--- src/rtl/sp_link_ctrl.sv ---
// rtl/sp_link_ctrl.sv - receive-side serial-to-parallel link alignment controller
//
// Purpose:
//   Enables the serial-to-parallel converter, aligns the link on a run of
//   clean COM symbols, then forwards non-COM data bytes with a valid flag.
//   A run of consecutive errored bytes drops alignment back to SEARCH.
//
// Optional feature macro: SP_LINK_CTRL_STATS_EN
//   When defined, adds err_total / relock_cnt statistics outputs.
//
// Ports:
//   clk4f      in   byte clock, rising edge
//   reset      in   asynchronous active-high reset
//   link_en    in   link enable; low forces IDLE on the next edge
//   par_in     in   recovered byte
//   par_stb    in   par_in carries a new byte this cycle
//   sym_err    in   decode error for par_in, qualified by par_stb
//   sp_en      out  converter enable
//   active     out  link aligned and active
//   data_out   out  forwarded data byte
//   valid      out  data_out holds a fresh non-COM byte
//   state_o    out  FSM state (IDLE=0 SEARCH=1 LOCK=2 ACTIVE=3)
//   err_total  out  (stats build) errored strobes seen outside IDLE
//   relock_cnt out  (stats build) ACTIVE->SEARCH transitions

module sp_link_ctrl #(
  parameter int                DATA_W     = 8,
  parameter logic [DATA_W-1:0] COM_SYM    = 8'hBC,
  parameter int                LOCK_COUNT = 4,
  parameter int                LOSS_COUNT = 4
) (
  input  logic              clk4f,
  input  logic              reset,
  input  logic              link_en,
  input  logic [DATA_W-1:0] par_in,
  input  logic              par_stb,
  input  logic              sym_err,
  output logic              sp_en,
  output logic              active,
  output logic [DATA_W-1:0] data_out,
  output logic              valid,
  output logic [1:0]        state_o
`ifdef SP_LINK_CTRL_STATS_EN
  ,
  output logic [15:0]       err_total,
  output logic [7:0]        relock_cnt
`endif
);

  typedef enum logic [1:0] {
    IDLE   = 2'd0,
    SEARCH = 2'd1,
    LOCK   = 2'd2,
    ACTIVE = 2'd3
  } state_t;

  localparam logic [3:0] LOCK_N = 4'(LOCK_COUNT);
  localparam logic [3:0] LOSS_N = 4'(LOSS_COUNT);

  state_t     state;
  logic [3:0] com_cnt;
  logic [3:0] err_cnt;

  // Strobe qualification: an error wins over a COM match, so an errored
  // COM is never treated as clean.
  logic       is_com;
  logic       clean_stb;
  logic       err_stb;
  logic       clean_com;
  logic [4:0] com_inc;
  logic [4:0] err_inc;
  logic       lock_hit;
  logic       loss_hit;

  always_comb begin
    is_com    = (par_in == COM_SYM);
    clean_stb = par_stb & ~sym_err;
    err_stb   = par_stb & sym_err;
    clean_com = clean_stb & is_com;
    // One extra bit so the reach test never wraps at 15.
    com_inc   = {1'b0, com_cnt} + 5'd1;
    err_inc   = {1'b0, err_cnt} + 5'd1;
    lock_hit  = (com_inc >= {1'b0, LOCK_N});
    loss_hit  = link_en & (state == ACTIVE) & err_stb &
                (err_inc >= {1'b0, LOSS_N});
  end

  assign state_o = state;

  always_ff @(posedge clk4f or posedge reset) begin
    if (reset) begin
      state    <= IDLE;
      com_cnt  <= 4'd0;
      err_cnt  <= 4'd0;
      sp_en    <= 1'b0;
      active   <= 1'b0;
      valid    <= 1'b0;
      data_out <= '0;
    end else begin
      // valid is a one-cycle pulse per forwarded byte.
      valid <= 1'b0;
      if (!link_en) begin
        // Disable overrides every other transition; data_out is kept.
        state   <= IDLE;
        com_cnt <= 4'd0;
        err_cnt <= 4'd0;
        sp_en   <= 1'b0;
        active  <= 1'b0;
      end else begin
        case (state)
          IDLE: begin
            state <= SEARCH;
            sp_en <= 1'b1;
          end

          SEARCH: begin
            if (clean_com) begin
              com_cnt <= 4'd1;
              if (LOCK_N == 4'd1) begin
                state   <= ACTIVE;
                active  <= 1'b1;
                err_cnt <= 4'd0;
              end else begin
                state <= LOCK;
              end
            end
          end

          LOCK: begin
            if (par_stb) begin
              if (clean_com) begin
                com_cnt <= com_inc[4] ? 4'hF : com_inc[3:0];
                if (lock_hit) begin
                  state   <= ACTIVE;
                  active  <= 1'b1;
                  err_cnt <= 4'd0;
                end
              end else begin
                // Anything but a clean COM breaks the run.
                com_cnt <= 4'd0;
                state   <= SEARCH;
              end
            end
          end

          ACTIVE: begin
            if (err_stb) begin
              err_cnt <= err_inc[4] ? 4'hF : err_inc[3:0];
              if (loss_hit) begin
                state   <= SEARCH;
                active  <= 1'b0;
                com_cnt <= 4'd0;
                err_cnt <= 4'd0;
              end
            end else if (clean_stb) begin
              err_cnt <= 4'd0;
              // COM is idle fill: no valid, data_out keeps its value.
              if (!is_com) begin
                data_out <= par_in;
                valid    <= 1'b1;
              end
            end
          end

          default: begin
            state <= IDLE;
          end
        endcase
      end
    end
  end

`ifdef SP_LINK_CTRL_STATS_EN
  // Statistics survive link_en drops; only reset clears them.
  always_ff @(posedge clk4f or posedge reset) begin
    if (reset) begin
      err_total  <= 16'd0;
      relock_cnt <= 8'd0;
    end else begin
      if ((state != IDLE) && err_stb && (err_total != 16'hFFFF)) begin
        err_total <= err_total + 16'd1;
      end
      if (loss_hit && (relock_cnt != 8'hFF)) begin
        relock_cnt <= relock_cnt + 8'd1;
      end
    end
  end
`endif

endmodule

--- config.mk ---
export PLATFORM = sky130hd
export DESIGN_NAME = sp_link_ctrl
export DESIGN_NICKNAME = d
export VERILOG_FILES = /design/src/rtl/sp_link_ctrl.sv
export SDC_FILE = /design/constraint.sdc
export NUM_CORES = 1
export LEC_CHECK = 0
export ABC_AREA = 1
export BUFFER_PORTS_ARGS = -buffer_cell sky130_fd_sc_hd__clkbuf_2
export CELL_PAD_IN_SITES_DETAIL_PLACEMENT = 2
export CELL_PAD_IN_SITES_GLOBAL_PLACEMENT = 2
export CORE_ASPECT_RATIO = 1.75
export CORE_MARGIN = 1.5
export CORE_UTILIZATION = 33
export CTS_BUF_LIST = sky130_fd_sc_hd__clkbuf_16
export CTS_CLUSTER_DIAMETER = 60
export DETAILED_ROUTE_END_ITERATION = 10
export GPL_ROUTABILITY_DRIVEN = 0
export MAX_ROUTING_LAYER = met4
export PLACE_DENSITY = 0.89
export SETUP_SLACK_MARGIN = 0.4
export SYNTH_ARGS = -nofsm -noshare
export SYNTH_HDL_FRONTEND = slang
export SYNTH_SLANG_ARGS = --single-unit
--- constraint.sdc ---
create_clock -name clk4f -period 2.62 [get_ports clk4f]
set_input_delay 0 -clock clk4f [delete_from_list [all_inputs] [get_ports clk4f]]
set_output_delay 0 -clock clk4f [all_outputs]
set_load 0.01 [all_outputs]
==> flow_summary_export.csv <==
group,metric,value,unit
status,outcome,"finished, final reports clean",
floorplan,dieWidth,50.65,um
setup_path,cp_data_arrival_time,1900,ps
synthesis,synth-xor-area-share,0.6679,%
synthesis,yosysMostFrequentCell,"nand2_1",
worst_hold_path,min_to,"data_out[3]$_DFFE_PP0P_",
synthesis,synth_simple_gate_area_share,37.40,%
floorplan,start_util,34.25,%
floorplan,dieHeight,86.39,um
setup_path,worstPathCellList,"inv_1 -> ha_1 -> nand2_2 -> clkinv_1 -> nand2_1 -> nor2_2 -> nand2_1 -> nand2_2 -> nor2_2 -> nand2_1 -> nand2_1",
setup_path,cpMostUsedCell,"nand2_1",
setup_path,slowest_delay,430,ps
synthesis,synth.cell_area,0.001311,mm2
grt,grt_antenna_before_repair,0,
setup_path,critPathMaxFanout,8,
place,dpl.cell_count,235,
setup_path,ff2ff_setup_slack,870,ps
pwr,ir_worst_vdd,0.0003519,V
setup_path,worstSetupPathType,"reg2reg",
sta,drv_slew,0,
sta,clock.fmax,571.0,MHz
finish,n_antenna_cell,0,
floorplan,core_area,0.003829,mm2
floorplan,die_area,0.004376,mm2
synthesis,synth_compound_area_share,7.347,%
synthesis,synth_mux_area_share,0,%
run,max_cap_viol_count,0,
place,numPortBuffers,25,
setup_path,crit_required,2770,ps
setup_path,cp.depth,11,
synthesis,yosys.area.top_type,"dfrtp_1",
drt,drc,0,
finish,n_fill_cell,450,
sta,timing.final.crit_share,66.85,%
synthesis,synth-warning-count,0,
floorplan,io_pins,26,
synthesis,synth_area_leaders,"dfrtp_1, nand2_1, ha_1",
synthesis,async_flop_share,100.0,%
drt,drt_pass1_iterations,4,
synthesis,synth_top_family_by_area,"simple AND/OR/NAND/NOR gates",
drt,via_per_inst,4.951,
sta,relSlewSlack,43.76,%
synthesis,synthTopCellsByCount,"nand2_1, dfrtp_1, o21ai_1",
clock_tree,cts_buffer_depth,2,
sta,min_period,1751,ps
setup_path,rr_worst_depth,11,
clock_tree,cts_max_level,1,
sta,rsz0062_at_grt,"false",
clock_tree,clkTransAtPathRegs,60,ps
grt,grt_usage,23.48,%
synthesis,yosys_most_used_dff,"dfrtp_1",
grt,grt_pass1_wl,7258,um
grt,grt_max_degree,22,
clock_tree,clkSinkCount,21,
worst_hold_path,hold_path_class,"in2reg",
pwr,power.density,749.8,mW/mm2
setup_path,end_kind,"register",
drt,vias,1223,
drt,wl,4394,um
setup_path,cp.buffers_inverters,2,
drt,drt_iter0_drc,14,
synthesis,synthAdderAreaFrac,6.679,%
worst_hold_path,whs_path_depth,3,
synthesis,synthesis.nets,185,
grt,grt.overflow.total,0,
clock_tree,cts-root-buf,"clkbuf_16",
setup_path,crit_family,"simple AND/OR/NAND/NOR gates",
sta,holdWs,17.10,ps
sta,tightest_slew,842.6,ps
synthesis,synth_top_area_share,40.08,%
synthesis,ys_types,25,
place,hpwl,2971,um
drt,ant_nets,0,
finish,final_cells,247,
setup_path,cpMaxStageDelayCell,"dfrtp_1",
sta,finClkSkew,7.398,ps
setup_path,r2r_start,"state_o[0]$_DFFE_PP0P_",
clock_tree,cts_made_buffers,3,
setup_path,rr_endpoint,"state_o[1]$_DFFE_PP0P_",
setup_path,cp-start-kind,"register",
synthesis,synth_edf_count,0,
finish,syn2layout_area_growth,24.62,%
clock_tree,insertion_delay,260,ps
drt,wire_per_inst,17.79,um
finish,nNetsFinal,220,
sta,fin_tns_setup,0,ps
sta,finalSetupViolations,0,
finish,drive_above_1_share,29.15,%
grt,grt_pass1_vias,1442,
synthesis,seq_area_frac_synth,40.08,%
synthesis,synthesis.instances,165,
synthesis,avgSynthCellArea,7.947,um2
worst_hold_path,min-delay-start,"par_in[3]",
clock_tree,cts_tree,"done",
synthesis,ys_seq_elements,21,
pwr,leakagePower,0.8359,nW
sta,hold_viol,0,
floorplan,placementRows,30,
## cell families after synthesis
logic type / after synthesis
adder cells (fa/ha/maj): 7
XOR/XNOR: 1
buffers and inverters: 24
AND/OR/NAND/NOR: 94
flip-flops: 21
AO/OA/AOI/OAI: 18
## metrics by stage
step / total power, mW / setup slack [ps] / util, % / area (um2)
detailed placement: 0.8709 / 900.3 / 38.53 / 1475
CTS: 1.220 / 858.0 / 42.68 / 1634
global route: 1.298 / 692.0 / 42.68 / 1634
floorplan: 0.7191 / 1131 / - / 1311
global placement: 0.8393 / 1072 / 38.53 / 1475
finish: 1.225 / 868.6 / 42.68 / 1634
## worst max path at each step
stage | startpoint | slack (ps) | end
after floorplan | state_o[0]$_DFFE_PP0P_ | 1130 | state_o[1]$_DFFE_PP0P_
after global placement | state_o[0]$_DFFE_PP0P_ | 1070 | state_o[1]$_DFFE_PP0P_
after detailed placement | state_o[0]$_DFFE_PP0P_ | 900 | state_o[0]$_DFFE_PP0P_
after CTS | state_o[0]$_DFFE_PP0P_ | 860 | state_o[1]$_DFFE_PP0P_
after global routing | state_o[0]$_DFFE_PP0P_ | 690 | state_o[1]$_DFFE_PP0P_
final | state_o[0]$_DFFE_PP0P_ | 870 | state_o[1]$_DFFE_PP0P_
## worst register-to-register path, stage by stage (launching register included)
cell and delay (ps):
dfrtp_1 430, inv_1 110, ha_1 350, nand2_2 80
clkinv_1 70, nand2_1 70, nor2_2 160, nand2_1 90
nand2_2 100, nor2_2 50, nand2_1 70, nand2_1 60
## layer usage
| metal | part of all wire (%) | track usage [%] |
|---|---|---|
| met3 | 2.4 | 2.069 |
| met5 | 0 | - |
| met2 | 60 | 47.13 |
| met1 | 35 | 22.16 |
| met4 | 2.6 | 8.354 |
## flip-flops by register name, summed over array words and instances, names as in the netlist
| signal | flops |
|---|---|
| valid | 1 |
| sp_en | 1 |
| com_cnt | 4 |
| active | 1 |
| err_cnt | 4 |
| state_o | 2 |
| data_out | 8 |
## what timing repair did
action | 4_1_cts | 5_1_grt
hold endpoints to repair | 28 | 0
hold buffers | 8 | 0
resized for setup | 0 | 0
setup buffers | 0 | 0
## placed cells by master (no fill, tap or decap)
cell,count
clkinv_1,1
clkbuf_16,3
nand2_2,4
inv_1,12
nand2_4,1
nor2_4,4
o211ai_1,1
nand2_1,57
a21oi_1,2
ha_1,7
dfrtp_1,21
o21ai_0,2
inv_2,8
nor2_2,4
xnor2_1,1
inv_4,1
nand4_1,3
nor2_1,8
nand3_4,3
a21oi_2,1
or2_4,1
nand3_1,6
clkbuf_2,25
dlygate4sd3_1,8
nand3_2,3
o21ai_1,12
## power breakdown
group,switching [mW],leakage (nW),internal [mW]
Clock,0.127,0.0423,0.204
Sequential,0.0559,0.285,0.391
Combinational,0.280,0.509,0.167
Total,0.464,0.836,0.762
## layout make-up
type | count | area (um2) | share of cell area [%]
Multi-Input combinational cell | 120 | 683.2 | 41.81
Sequential cell | 21 | 525.5 | 32.16
Timing Repair Buffer | 33 | 205.2 | 12.56
Inverter | 21 | 81.33 | 4.977
Clock buffer | 3 | 75.07 | 4.594
Tap cell | 48 | 60.06 | 3.675
Clock inverter | 1 | 3.754 | 0.2297
Note: power is estimated with default switching activity, not from simulation.
